File: src/rtl/bram_port_arbiter.sv
// Round-robin front end that shares one registered BRAM port among N_CHAN requesters
// and steers read data back to the issuing channel via a fixed-latency tag pipeline.
module bram_port_arbiter #(
  parameter int N_CHAN     = 4,
  parameter int DATA_BITW  = 32,
  parameter int ADDR_BITW  = 32,
  parameter int RD_LATENCY = 1
) (
  input  logic                            Clk_CI,
  input  logic                            Rst_RBI,
  input  logic [N_CHAN-1:0]               Req_SI,
  output logic [N_CHAN-1:0]               Gnt_SO,
  input  logic [N_CHAN*ADDR_BITW-1:0]     Addr_DI,
  input  logic [N_CHAN*DATA_BITW/8-1:0]   WrEn_SI,
  input  logic [N_CHAN*DATA_BITW-1:0]     Wr_DI,
  output logic [N_CHAN-1:0]               RdValid_SO,
  output logic [DATA_BITW-1:0]            Rd_DO,
  output logic                            Bram_En_SO,
  output logic [ADDR_BITW-1:0]            Bram_Addr_SO,
  output logic [DATA_BITW-1:0]            Bram_Wr_DO,
  output logic [DATA_BITW/8-1:0]          Bram_WrEn_SO,
  input  logic [DATA_BITW-1:0]            Bram_Rd_DI
);
  localparam int BE_W   = DATA_BITW / 8;
  localparam int IDX_W  = (N_CHAN > 1) ? $clog2(N_CHAN) : 1;
  localparam int STAGES = RD_LATENCY;

  logic [IDX_W-1:0]     rr_q, rr_d;
  logic [IDX_W-1:0]     c_idx, sel;
  logic [N_CHAN-1:0]    gnt;
  logic                 acc;
  logic [ADDR_BITW-1:0] addr_sel;
  logic [BE_W-1:0]      be_sel;
  logic [DATA_BITW-1:0] wd_sel;

  logic                 en_q;
  logic [ADDR_BITW-1:0] addr_q;
  logic [DATA_BITW-1:0] wd_q;
  logic [BE_W-1:0]      be_q;
  logic [STAGES:0]                 vld_pipe_q;
  logic [STAGES:0][IDX_W-1:0]      tag_pipe_q;
  logic [N_CHAN-1:0]    rvld_q;
  logic [DATA_BITW-1:0] rd_q;

  // First requester at or after the pointer wins; gated so nothing is granted in reset.
  always_comb begin
    gnt   = '0;
    c_idx = '0;
    for (int i = 0; i < N_CHAN; i++) begin
      c_idx = IDX_W'((32'(rr_q) + i) % N_CHAN);
      if (Rst_RBI && gnt == '0 && Req_SI[c_idx]) gnt[c_idx] = 1'b1;
    end
  end

  always_comb begin
    sel      = '0;
    addr_sel = '0;
    be_sel   = '0;
    wd_sel   = '0;
    for (int i = 0; i < N_CHAN; i++) begin
      if (gnt[i]) begin
        sel      = IDX_W'(i);
        addr_sel = Addr_DI[i*ADDR_BITW +: ADDR_BITW];
        be_sel   = WrEn_SI[i*BE_W +: BE_W];
        wd_sel   = Wr_DI[i*DATA_BITW +: DATA_BITW];
      end
    end
  end

  assign acc  = |(gnt & Req_SI);
  assign rr_d = !acc ? rr_q : (sel == IDX_W'(N_CHAN - 1)) ? '0 : sel + 1'b1;

  always_ff @(posedge Clk_CI or negedge Rst_RBI) begin
    if (!Rst_RBI) begin
      rr_q       <= '0;
      en_q       <= 1'b0;
      addr_q     <= '0;
      wd_q       <= '0;
      be_q       <= '0;
      vld_pipe_q <= '0;
      tag_pipe_q <= '0;
      rvld_q     <= '0;
      rd_q       <= '0;
    end else begin
      rr_q <= rr_d;
      en_q <= acc;
      be_q <= acc ? be_sel : '0;
      if (acc) begin
        addr_q <= addr_sel & ~ADDR_BITW'(BE_W - 1);
        wd_q   <= wd_sel;
      end
      // Stage STAGES lines up with Bram_Rd_DI for the access it tags.
      vld_pipe_q <= {vld_pipe_q[STAGES-1:0], acc && be_sel == '0};
      tag_pipe_q <= {tag_pipe_q[STAGES-1:0], sel};
      rvld_q     <= '0;
      if (vld_pipe_q[STAGES]) begin
        rvld_q <= N_CHAN'(1) << tag_pipe_q[STAGES];
        rd_q   <= Bram_Rd_DI;
      end
    end
  end

  assign Gnt_SO       = gnt;
  assign Bram_En_SO   = en_q;
  assign Bram_Addr_SO = addr_q;
  assign Bram_Wr_DO   = wd_q;
  assign Bram_WrEn_SO = be_q;
  assign RdValid_SO   = rvld_q;
  assign Rd_DO        = rd_q;
endmodule

File: config.mk
export PLATFORM = sky130hd
export DESIGN_NAME = bram_port_arbiter
export DESIGN_NICKNAME = d
export VERILOG_FILES = /design/src/rtl/bram_port_arbiter.sv
export SDC_FILE = /design/constraint.sdc
export NUM_CORES = 1
export LEC_CHECK = 0
export BUFFER_PORTS_ARGS = -buffer_cell sky130_fd_sc_hd__clkbuf_2
export CAP_MARGIN = 20
export CORE_AREA = 4 4 163 165
export CTS_CLUSTER_SIZE = 20
export DETAILED_ROUTE_END_ITERATION = 10
export DIE_AREA = 0 0 167 169
export HOLD_SLACK_MARGIN = 0.02
export SLEW_MARGIN = 40
export SYNTH_ARGS = -nofsm -noshare
export SYNTH_HDL_FRONTEND = slang
export SYNTH_SLANG_ARGS = --single-unit
File: constraint.sdc
create_clock -name Clk_CI -period 3.85 [get_ports Clk_CI]
set_input_delay 0.77 -clock Clk_CI [delete_from_list [all_inputs] [get_ports Clk_CI]]
set_output_delay 0.77 -clock Clk_CI [all_outputs]
set_load 0.02 [all_outputs]
==> metrics.yaml, run 1 <==
synth_most_common_cell: "dfrtp_1"
finalHoldViolCount: 0
syn_to_final_growth_pct: 46.9
switching_share_pct: 49.1
fin_area_um2: 8990
viasPerCell: 4.89
ys_seq_area_share_pct: 45.4
grt_pass1_vias: 6847
dpl_worst_slack_ps: 107
placed_area_um2: 8620
drc: 0
path_buf_inv: 2
crit_type: "reg2out"
grt_pass1_wl_um: 38700
reg2reg_from: "rr_q[0]$_DFFE_PN0P_"
cts_root_buf: "clkbuf_16"
synth-async-reset-ratio_pct: 100
internal-power_mw: 4.53
final_max_slew_viol_count: 0
combPwrFrac_pct: 67.5
avgSynthCellArea_um2: 9.82
cts_tree: "done"
yosys-top-cells-area: "dfrtp_1 45%, a221o_1 10%, o21ai_1 6.9%"
worst_pin_slew_ps: 692
rrSetupSlack_ps: 360
finalCritPeriodShare_pct: 96.0
rows: 58
arrival_ps: 2930
powerDensity_nw_per_um2: 989
finalCriticalPeriod_ps: 3700
wl_per_cell_um: 18.7
reg2reg_to: "Bram_Wr_DO[25]$_DFFE_PN0P_"
synth-seq-cells: 111
grtUsageTotal_pct: 17.4
core_um2: 25000
yosys_warnings: 0
pwr-share-clk_pct: 10.7
finalWorstSetupSlack_ps: 155
cts_num_sinks: 111
crit_chain: "inv_1 > ha_4 > mux2_2 > a221o_1 > a21boi_2 > a2111oi_4 > a31o_2 > buf_2"
leakage_nw: 4.48
die_y_um: 169
outcome: "complete, no violations"
syn_area_um2: 6120
synthDistinctLibCells: 59
grt-ovfl-total: 0
grt_max_degree: 74
synth.top_cells.by_count: "111 x dfrtp_1, 84 x o21ai_1, 76 x nand2_1, 66 x a21oi_1, 63 x a221o_1"
gp_congestion: 0.884
io_pins: 419
drt_first_pass_iters: 5
die_area_um2: 28200
antenna_cells: 0
synth_mux_area_share_pct: 7.73
synth_top_family_by_area: "compound AO/OA/AOI/OAI gates"
synth_edf_count: 0
initial_core_util_pct: 24.4
synth_xor_area_share_pct: 0
ir_worst_vdd_mv: 0.425
fin_worst_skew_ps: 12.3
clk_latency_ps: 350
vias: 6630
rr_worst_depth: 11
finalSetupTns_ps: 0
post-synth-top-area-fraction_pct: 45.4
seqPwrFrac_pct: 21.7
max_freq_mhz: 271
synthAdderAreaFrac_pct: 1.43
holdBufCountCts: 0
power_switching_mw: 4.37
synth_compound_area_share_pct: 31.9
drt_iter0_drc: 342
path_clk_slew_ps: 80
ant_nets: 0
portBuffers: 408
max-clock-path-buffers: 2
synthSimpleGateAreaFrac_pct: 8.18
cp_slowest_stage_delay_ps: 400
postLayoutCoreUtil_pct: 35.9
cp_top_family: "compound AO/OA/AOI/OAI gates"
slowest_stage: "a221o_1"
die_x_um: 167
worstSetupStartpointType: "register"
required_ps: 3080
finalSetupViolations: 0
grt_antenna_before_repair: 0
synth-main-ff-cell: "dfrtp_1"
rsz0062_at_grt: "no"
crit_fanout: 4
hold_class: "in2async"
numCtsBuffers: 9
yosys.area.top_type: "dfrtp_1"
hpwl_um: 20100
nNetsFinal: 1338
crit_path_start: "rr_q[0]$_DFFE_PN0P_"
endpoint_kind: "primary output"
drv_cap: 0
h-tree-depth: 3
drive_above_1_share_pct: 51.6
relSlewSlack_pct: 53.9
syn_inst: 623
routed_wl_um: 25400
==> layout by cell type (no fill, tap or decap), types with 3 or more instances in the layout <==
cell | netlist | routed
a221o_1 | 63 | 63
buf_4 | 3 | 31
o21ai_0 | 35 | 34
ha_1 | 7 | 6
inv_1 | 5 | 5
nand2_1 | 76 | 76
dfrtp_1 | 111 | 111
mux2_2 | 34 | 34
nor2_1 | 9 | 9
and2_1 | 7 | 5
clkbuf_16 | 0 | 9
o21ai_1 | 84 | 85
nand3_1 | 4 | 4
clkbuf_2 | 0 | 405
o211ai_1 | 3 | 3
clkinv_4 | 0 | 3
mux4_2 | 4 | 4
o21ai_2 | 10 | 10
buf_12 | 0 | 6
a221oi_1 | 3 | 3
a21oi_1 | 66 | 66
==> per-stage QoR <==
step	instances	total power, mW	hold slack (ps)
3_5_place_dp	1337	7.92	335
6_report	1356	8.89	254
4_1_cts	1353	8.92	230
5_1_grt	1356	9.62	234
3_3_place_gp	1337	7.83	331
2_1_floorplan	624	5.94	331
==> worst max path at each step <==
stage          depth (start not counted)                           end  slack (ps)
5_1_grt                                9                     Gnt_SO[3]          10
3_3_place_gp                          12  Bram_Addr_SO[15]$_DFFE_PN0P_         150
6_report                               8                     Gnt_SO[0]         150
2_1_floorplan                         10                     Gnt_SO[3]          80
3_5_place_dp                          12   Bram_Addr_SO[6]$_DFFE_PN0P_         110
4_1_cts                                9                     Gnt_SO[3]           7
==> per-layer routing <==
| metal | GRT usage [%] | part of all wire [%] | vias up |
|---|---|---|---|
| li1 | - | - | 3132 |
| met1 | 21.0 | 40 | 3114 |
| met2 | 29.9 | 49 | 343 |
| met3 | 4.25 | 7.9 | 41 |
| met4 | 6.76 | 3.2 | 0 |
| met5 | 0 | 0 | - |
==> kinds of logic (layout without fill, tap and decap cells) <==
logic type               after synthesis  in the layout
AO/OA/AOI/OAI                        289            289
AND/OR/NAND/NOR                      112            112
flip-flops                           111            111
buffers and inverters                 65            467
multiplexers                          38             38
adder cells (fa/ha/maj)                7              7
other                                  1              2
==> area by class of cell <==
class | count | area (um2)
multi-input cells | 448 | 3070
inverters | 7 | 31.3
repair buffers | 444 | 2400
well taps | 330 | 413
fillers | 2596 | 16000
flip-flops and latches | 111 | 2780
clock inverters | 7 | 78.8
clock buffers | 9 | 225
==> flip-flops by register name (all words and copies together) (netlist names) <==
name and count:
Bram_Wr_DO 32, Rd_DO 32, Bram_Addr_SO 30, Bram_WrEn_SO 4, RdValid_SO 4, tag_pipe_q 4
rr_q 2, vld_pipe_q 2, Bram_En_SO 1
==> power groups by stage <==
stage	logic (mW)	registers (mW)	clock network, mW
detailed placement	5.96	1.96	0
CTS	5.97	1.94	1.00
global placement	5.89	1.94	0
finish	6.00	1.93	0.956
global route	6.58	2.00	1.05
floorplan	3.45	2.49	0
==> timing repair <==
item,4_1_cts,5_1_grt
setup buffers,0,3
pin swaps,1,3
cloned,0,0
endpoints found under the setup margin,3,4
resized for setup,2,9
(Power assumes the default switching activity.)
==> run 2: changes to the inputs <==
--- a/config.mk
+++ b/config.mk
@@ -12,6 +12,7 @@
 export DETAILED_ROUTE_END_ITERATION = 10
 export DIE_AREA = 0 0 167 169
 export HOLD_SLACK_MARGIN = 0.02
+export PLACE_DENSITY = 0.5
 export SLEW_MARGIN = 40
 export SYNTH_ARGS = -nofsm -noshare
 export SYNTH_HDL_FRONTEND = slang
==> metrics.yaml, run 2 (synthesized netlist as in run 1, its figures left out) <==
outcome: "complete, no violations"
drt_first_pass_iters: 5
die_x_um: 167
crit_chain: "buf_4 > ha_2 > or4_4 > and2_1 > o211a_4 > a32o_1 > a31oi_4 > inv_2 > clkbuf_4"
grt_antenna_before_repair: 0
relSlewSlack_pct: 55.6
fin_area_um2: 8950
grt_pass1_vias: 6627
core_um2: 25000
worst_pin_slew_ps: 666
gp_congestion: 0.848
drv_cap: 0
ir_worst_vdd_mv: 0.395
final_max_slew_viol_count: 0
postLayoutCoreUtil_pct: 35.8
holdBufCountCts: 0
hpwl_um: 20100
hold_class: "in2async"
cp_top_family: "compound AO/OA/AOI/OAI gates"
required_ps: 3080
rows: 58
ant_nets: 0
portBuffers: 408
die_area_um2: 28200
place_inst: 1328
nNetsFinal: 1327
fin_worst_skew_ps: 13.7
syn_to_final_growth_pct: 46.3
finalNonFillerCells: 1345
viasPerCell: 4.87
finalCriticalPeriod_ps: 3760
arrival_ps: 2990
path_buf_inv: 3
initial_core_util_pct: 24.4
crit_type: "reg2out"
max-clock-path-buffers: 2
finalSetupViolations: 0
grtUsageTotal_pct: 17.8
slowest_stage: "or4_4"
numCtsBuffers: 9
antenna_cells: 0
placed_area_um2: 8600
grt-ovfl-total: 0
leakage_nw: 4.42
max_freq_mhz: 266
vias: 6544
cts_root_buf: "clkbuf_16"
finalCritPeriodShare_pct: 97.7
cts_num_sinks: 111
finalHoldViolCount: 0
num-fill-cells: 2695
die_y_um: 169
drt_iter0_drc: 401
grt_pass1_wl_um: 39100
layout_commonest_cell: "clkbuf_2"
drive_above_1_share_pct: 51.5
drc: 0
cts_tree: "done"
cp_slowest_stage_delay_ps: 510
mostFrequentLayoutCells: "406 x clkbuf_2, 109 x dfrtp_1, 85 x o21ai_1, 76 x nand2_1, 66 x a21oi_1"
path_clk_slew_ps: 90
crit_fanout: 8
rsz0062_at_grt: "no"
wl_per_cell_um: 19.7
endpoint_kind: "primary output"
io_pins: 419
clk_latency_ps: 350
powerDensity_nw_per_um2: 995
routed_wl_um: 26500
worstSetupStartpointType: "register"
grt_max_degree: 71
h-tree-depth: 3
[run 2: through the flow]
step / setup slack, ps / hold WS [ps] / total power, mW / TNS (ps)
floorplan: 83.4 / 331 / 5.94 / 0
global placement: -30.7 / 333 / 7.92 / -55.7
detailed placement: -29.4 / 337 / 7.96 / -50.7
CTS: 42.0 / 243 / 8.97 / 0
global route: 1.79 / 248 / 9.61 / 0
finish: 89.0 / 262 / 8.91 / 0
[run 2: worst register-to-register path: cells and delay by family (launching register included)]
family	cells	cell delay, ps
AO/OA/AOI/OAI	5	1210
adder cells (fa/ha/maj)	1	240
AND/OR/NAND/NOR	3	1010
buffers and inverters	3	570
flip-flops	1	440
[run 2: path summary, 6_finish.rpt]
path	startpoint	to	slack (ps)	cells past startpoint
worst max-delay path	rr_q[0]$_DFFE_PN0P_	Gnt_SO[3]	90	9
worst min-delay path	Rst_RBI	tag_pipe_q[1]$_DFF_PN0_	260	1
worst max register to register	rr_q[0]$_DFFE_PN0P_	vld_pipe_q[0]$_DFF_PN0_	300	12
worst min register to register	vld_pipe_q[0]$_DFF_PN0_	vld_pipe_q[1]$_DFF_PN0_	350	0
max in group asynchronous	Rst_RBI	Bram_Wr_DO[30]$_DFFE_PN0P_	2360	3
min in group Clk_CI	vld_pipe_q[0]$_DFF_PN0_	vld_pipe_q[1]$_DFF_PN0_	350	0
[run 2: timing repair]
action	4_1_cts	5_1_grt
setup buffers	0	1
pin swaps	1	4
gates resized for setup	2	11
setup endpoints to repair	4	5
endpoints found under the hold margin	0	0
[run 2: cell type report]
type / count / area [um2] / area share (%)
multi-input cells: 448 / 3080 / 34.4
flip-flops and latches: 111 / 2780 / 31.1
repair buffers: 433 / 2350 / 26.3
well taps: 330 / 413 / 4.61
clock buffers: 10 / 239 / 2.67
clock inverters: 6 / 61.3 / 0.685
inverters: 7 / 28.8 / 0.321
[run 2: power by group]
part           leakage (nW)  switching [mW]  internal [mW]  total, mW
sequential             1.40           0.256           1.69       1.94
clock                 0.144           0.480          0.475      0.955
combinational          2.88            3.67           2.34       6.01
[run 2: metal layers]
| metal | track usage (%) | vias to the layer above | routed length [um] |
|---|---|---|---|
| met4 | 5.23 | 0 | 609 |
| li1 | - | 3113 | - |
| met2 | 30.9 | 350 | 13000 |
| met5 | 0 | - | 0 |
| met1 | 21.7 | 3049 | 10700 |
| met3 | 4.67 | 32 | 2150 |
==> run 3: changes to the inputs <==
--- a/config.mk
+++ b/config.mk
@@ -7,13 +7,13 @@
 export LEC_CHECK = 0
 export BUFFER_PORTS_ARGS = -buffer_cell sky130_fd_sc_hd__clkbuf_2
 export CAP_MARGIN = 20
-export CORE_AREA = 4 4 163 165
+export CORE_AREA = 4 4 162 164
 export CTS_CLUSTER_SIZE = 20
 export DETAILED_ROUTE_END_ITERATION = 10
-export DIE_AREA = 0 0 167 169
+export DIE_AREA = 0 0 166 168
 export HOLD_SLACK_MARGIN = 0.02
-export PLACE_DENSITY = 0.5
-export SLEW_MARGIN = 40
+export PLACE_DENSITY = 0.56
+export SLEW_MARGIN = 20
 export SYNTH_ARGS = -nofsm -noshare
 export SYNTH_HDL_FRONTEND = slang
 export SYNTH_SLANG_ARGS = --single-unit
==> metrics.yaml, run 3 (synthesized netlist as in run 1, its figures left out) <==
reg2reg_to: "vld_pipe_q[0]$_DFF_PN0_"
grt-ovfl-total: 0
endpoint_kind: "primary output"
reg2reg_from: "rr_q[0]$_DFFE_PN0P_"
clk_latency_ps: 350
drt_iter0_drc: 368
required_ps: 3080
nNetsFinal: 1335
grtUsageTotal_pct: 16.9
postLayoutCoreUtil_pct: 36.1
final_max_slew_viol_count: 0
rows: 58
slowest_stage: "or4_4"
gp_congestion: 0.863
portBuffers: 408
endpoint: "Gnt_SO[3]"
hold-worst-slack_ps: 252
crit_fanout: 10
drv_cap: 0
core_um2: 24900
finalSetupTns_ps: 0
numCtsBuffers: 9
drc: 0
num-fill-cells: 2620
cp_slowest_stage_delay_ps: 560
h-tree-depth: 3
outcome: "complete, no violations"
finalCritPeriodShare_pct: 96.3
die_y_um: 168
cts_root_buf: "clkbuf_16"
grt_max_degree: 71
fin_worst_skew_ps: 12.2
mostFrequentLayoutCells: "407 x clkbuf_2, 111 x dfrtp_1, 84 x o21ai_1, 76 x nand2_1, 66 x a21oi_1"
path_clk_slew_ps: 90
fin_area_um2: 8990
rrSetupSlack_ps: 340
viasPerCell: 4.83
io_pins: 419
drive_above_1_share_pct: 51.3
cts_num_sinks: 111
vias: 6543
crit_chain: "buf_4 > ha_1 > or4_4 > and2_4 > o211a_2 > a32o_1 > a31oi_4 > inv_4 > clkbuf_2"
worst_pin_slew_ps: 808
arrival_ps: 2940
die_area_um2: 27900
syn_to_final_growth_pct: 46.9
layout_commonest_cell: "clkbuf_2"
cts_tree: "done"
leakage_nw: 4.47
power_mw: 8.90
rsz0062_at_grt: "yes"
worstSetupStartpointType: "register"
ant_nets: 0
powerDensity_nw_per_um2: 990
grt_antenna_before_repair: 2
grt_pass1_vias: 6703
routed_wl_um: 24400
finalSetupViolations: 0
hpwl_um: 19000
die_x_um: 166
hold_class: "in2async"
ir_worst_vdd_mv: 0.410
crit_path_start: "rr_q[0]$_DFFE_PN0P_"
finalHoldViolCount: 0
rr_worst_depth: 12
drt_first_pass_iters: 4
max_freq_mhz: 270
relSlewSlack_pct: 46.2
holdBufCountCts: 0
initial_core_util_pct: 24.6
crit_type: "reg2out"
grt_pass1_wl_um: 37700
placed_area_um2: 8620
max-clock-path-buffers: 2
finalCriticalPeriod_ps: 3710
wl_per_cell_um: 18.0
[run 3: cell types whose count changed in the layout (fill, tap and decap cells not counted), moves of 2 or more]
cell / previous run / this run
inv_2: 2 / 0
buf_4: 16 / 26
a221oi_1: 1 / 3
a221oi_2: 2 / 0
dfrtp_1: 109 / 111
dfrtp_2: 2 / 0
[run 3: final cells by class]
type / instances / area (um2) / area share (%)
Timing Repair Buffer: 441 / 2390 / 26.6
Inverter: 7 / 31.3 / 0.348
Clock buffer: 9 / 225 / 2.51
Multi-Input combinational cell: 448 / 3060 / 34.0
Clock inverter: 7 / 91.3 / 1.02
Antenna cell: 1 / 2.50 / 0.0278
Sequential cell: 111 / 2780 / 30.9
Tap cell: 330 / 413 / 4.59
[run 3: worst min path at each step]
stage                            start                           end  slack [ps]  cells after the start
3_3_place_gp   tag_pipe_q[1]$_DFF_PN0_       tag_pipe_q[3]$_DFF_PN0_         330                      0
4_1_cts                        Rst_RBI  Bram_Addr_SO[22]$_DFFE_PN0P_         220                      1
3_5_place_dp   tag_pipe_q[1]$_DFF_PN0_       tag_pipe_q[3]$_DFF_PN0_         340                      0
2_1_floorplan  tag_pipe_q[0]$_DFF_PN0_       tag_pipe_q[2]$_DFF_PN0_         330                      0
6_report                       Rst_RBI  Bram_Addr_SO[22]$_DFFE_PN0P_         250                      1
5_1_grt                        Rst_RBI  Bram_Addr_SO[22]$_DFFE_PN0P_         230                      1
[run 3: report_power, final]
group | internal, mW | switching, mW | leakage [nW]
registers | 1.69 | 0.252 | 1.41
logic | 2.38 | 3.58 | 2.91
clock network | 0.521 | 0.484 | 0.151
[run 3: metal layers]
layer | share of wire (%) | global-route usage, % | wire length [um] | vias to the layer above
met4 | 2.3 | 5.13 | 566 | 0
met1 | 42 | 22.2 | 10200 | 3031
met5 | 0 | 0 | 0 | -
met2 | 47 | 28.0 | 11500 | 348
met3 | 8.7 | 3.85 | 2120 | 33
li1 | - | - | - | 3131
[run 3: timing repair]
action / 4_1_cts / 5_1_grt
pin swaps: 0 / 1
endpoints found under the setup margin: 1 / 4
buffers inserted: 0 / 4
gates resized for setup: 1 / 3
cloned: 0 / 0
[run 3: metrics by stage]
step / setup WS, ps / cells
5_1_grt: -12.4 / 1354
3_5_place_dp: 104 / 1333
3_3_place_gp: 161 / 1333
4_1_cts: 21.5 / 1349
2_1_floorplan: 83.4 / 624
6_report: 142 / 1354
[run 3: worst max-delay path: cells and delay by family (launching register included)]
| kind | cells | cell delay (ps) |
|---|---|---|
| compound gates | 3 | 780 |
| simple gates | 2 | 750 |
| buf+inv | 3 | 440 |
| fa+ha+maj | 1 | 220 |
| flops | 1 | 400 |
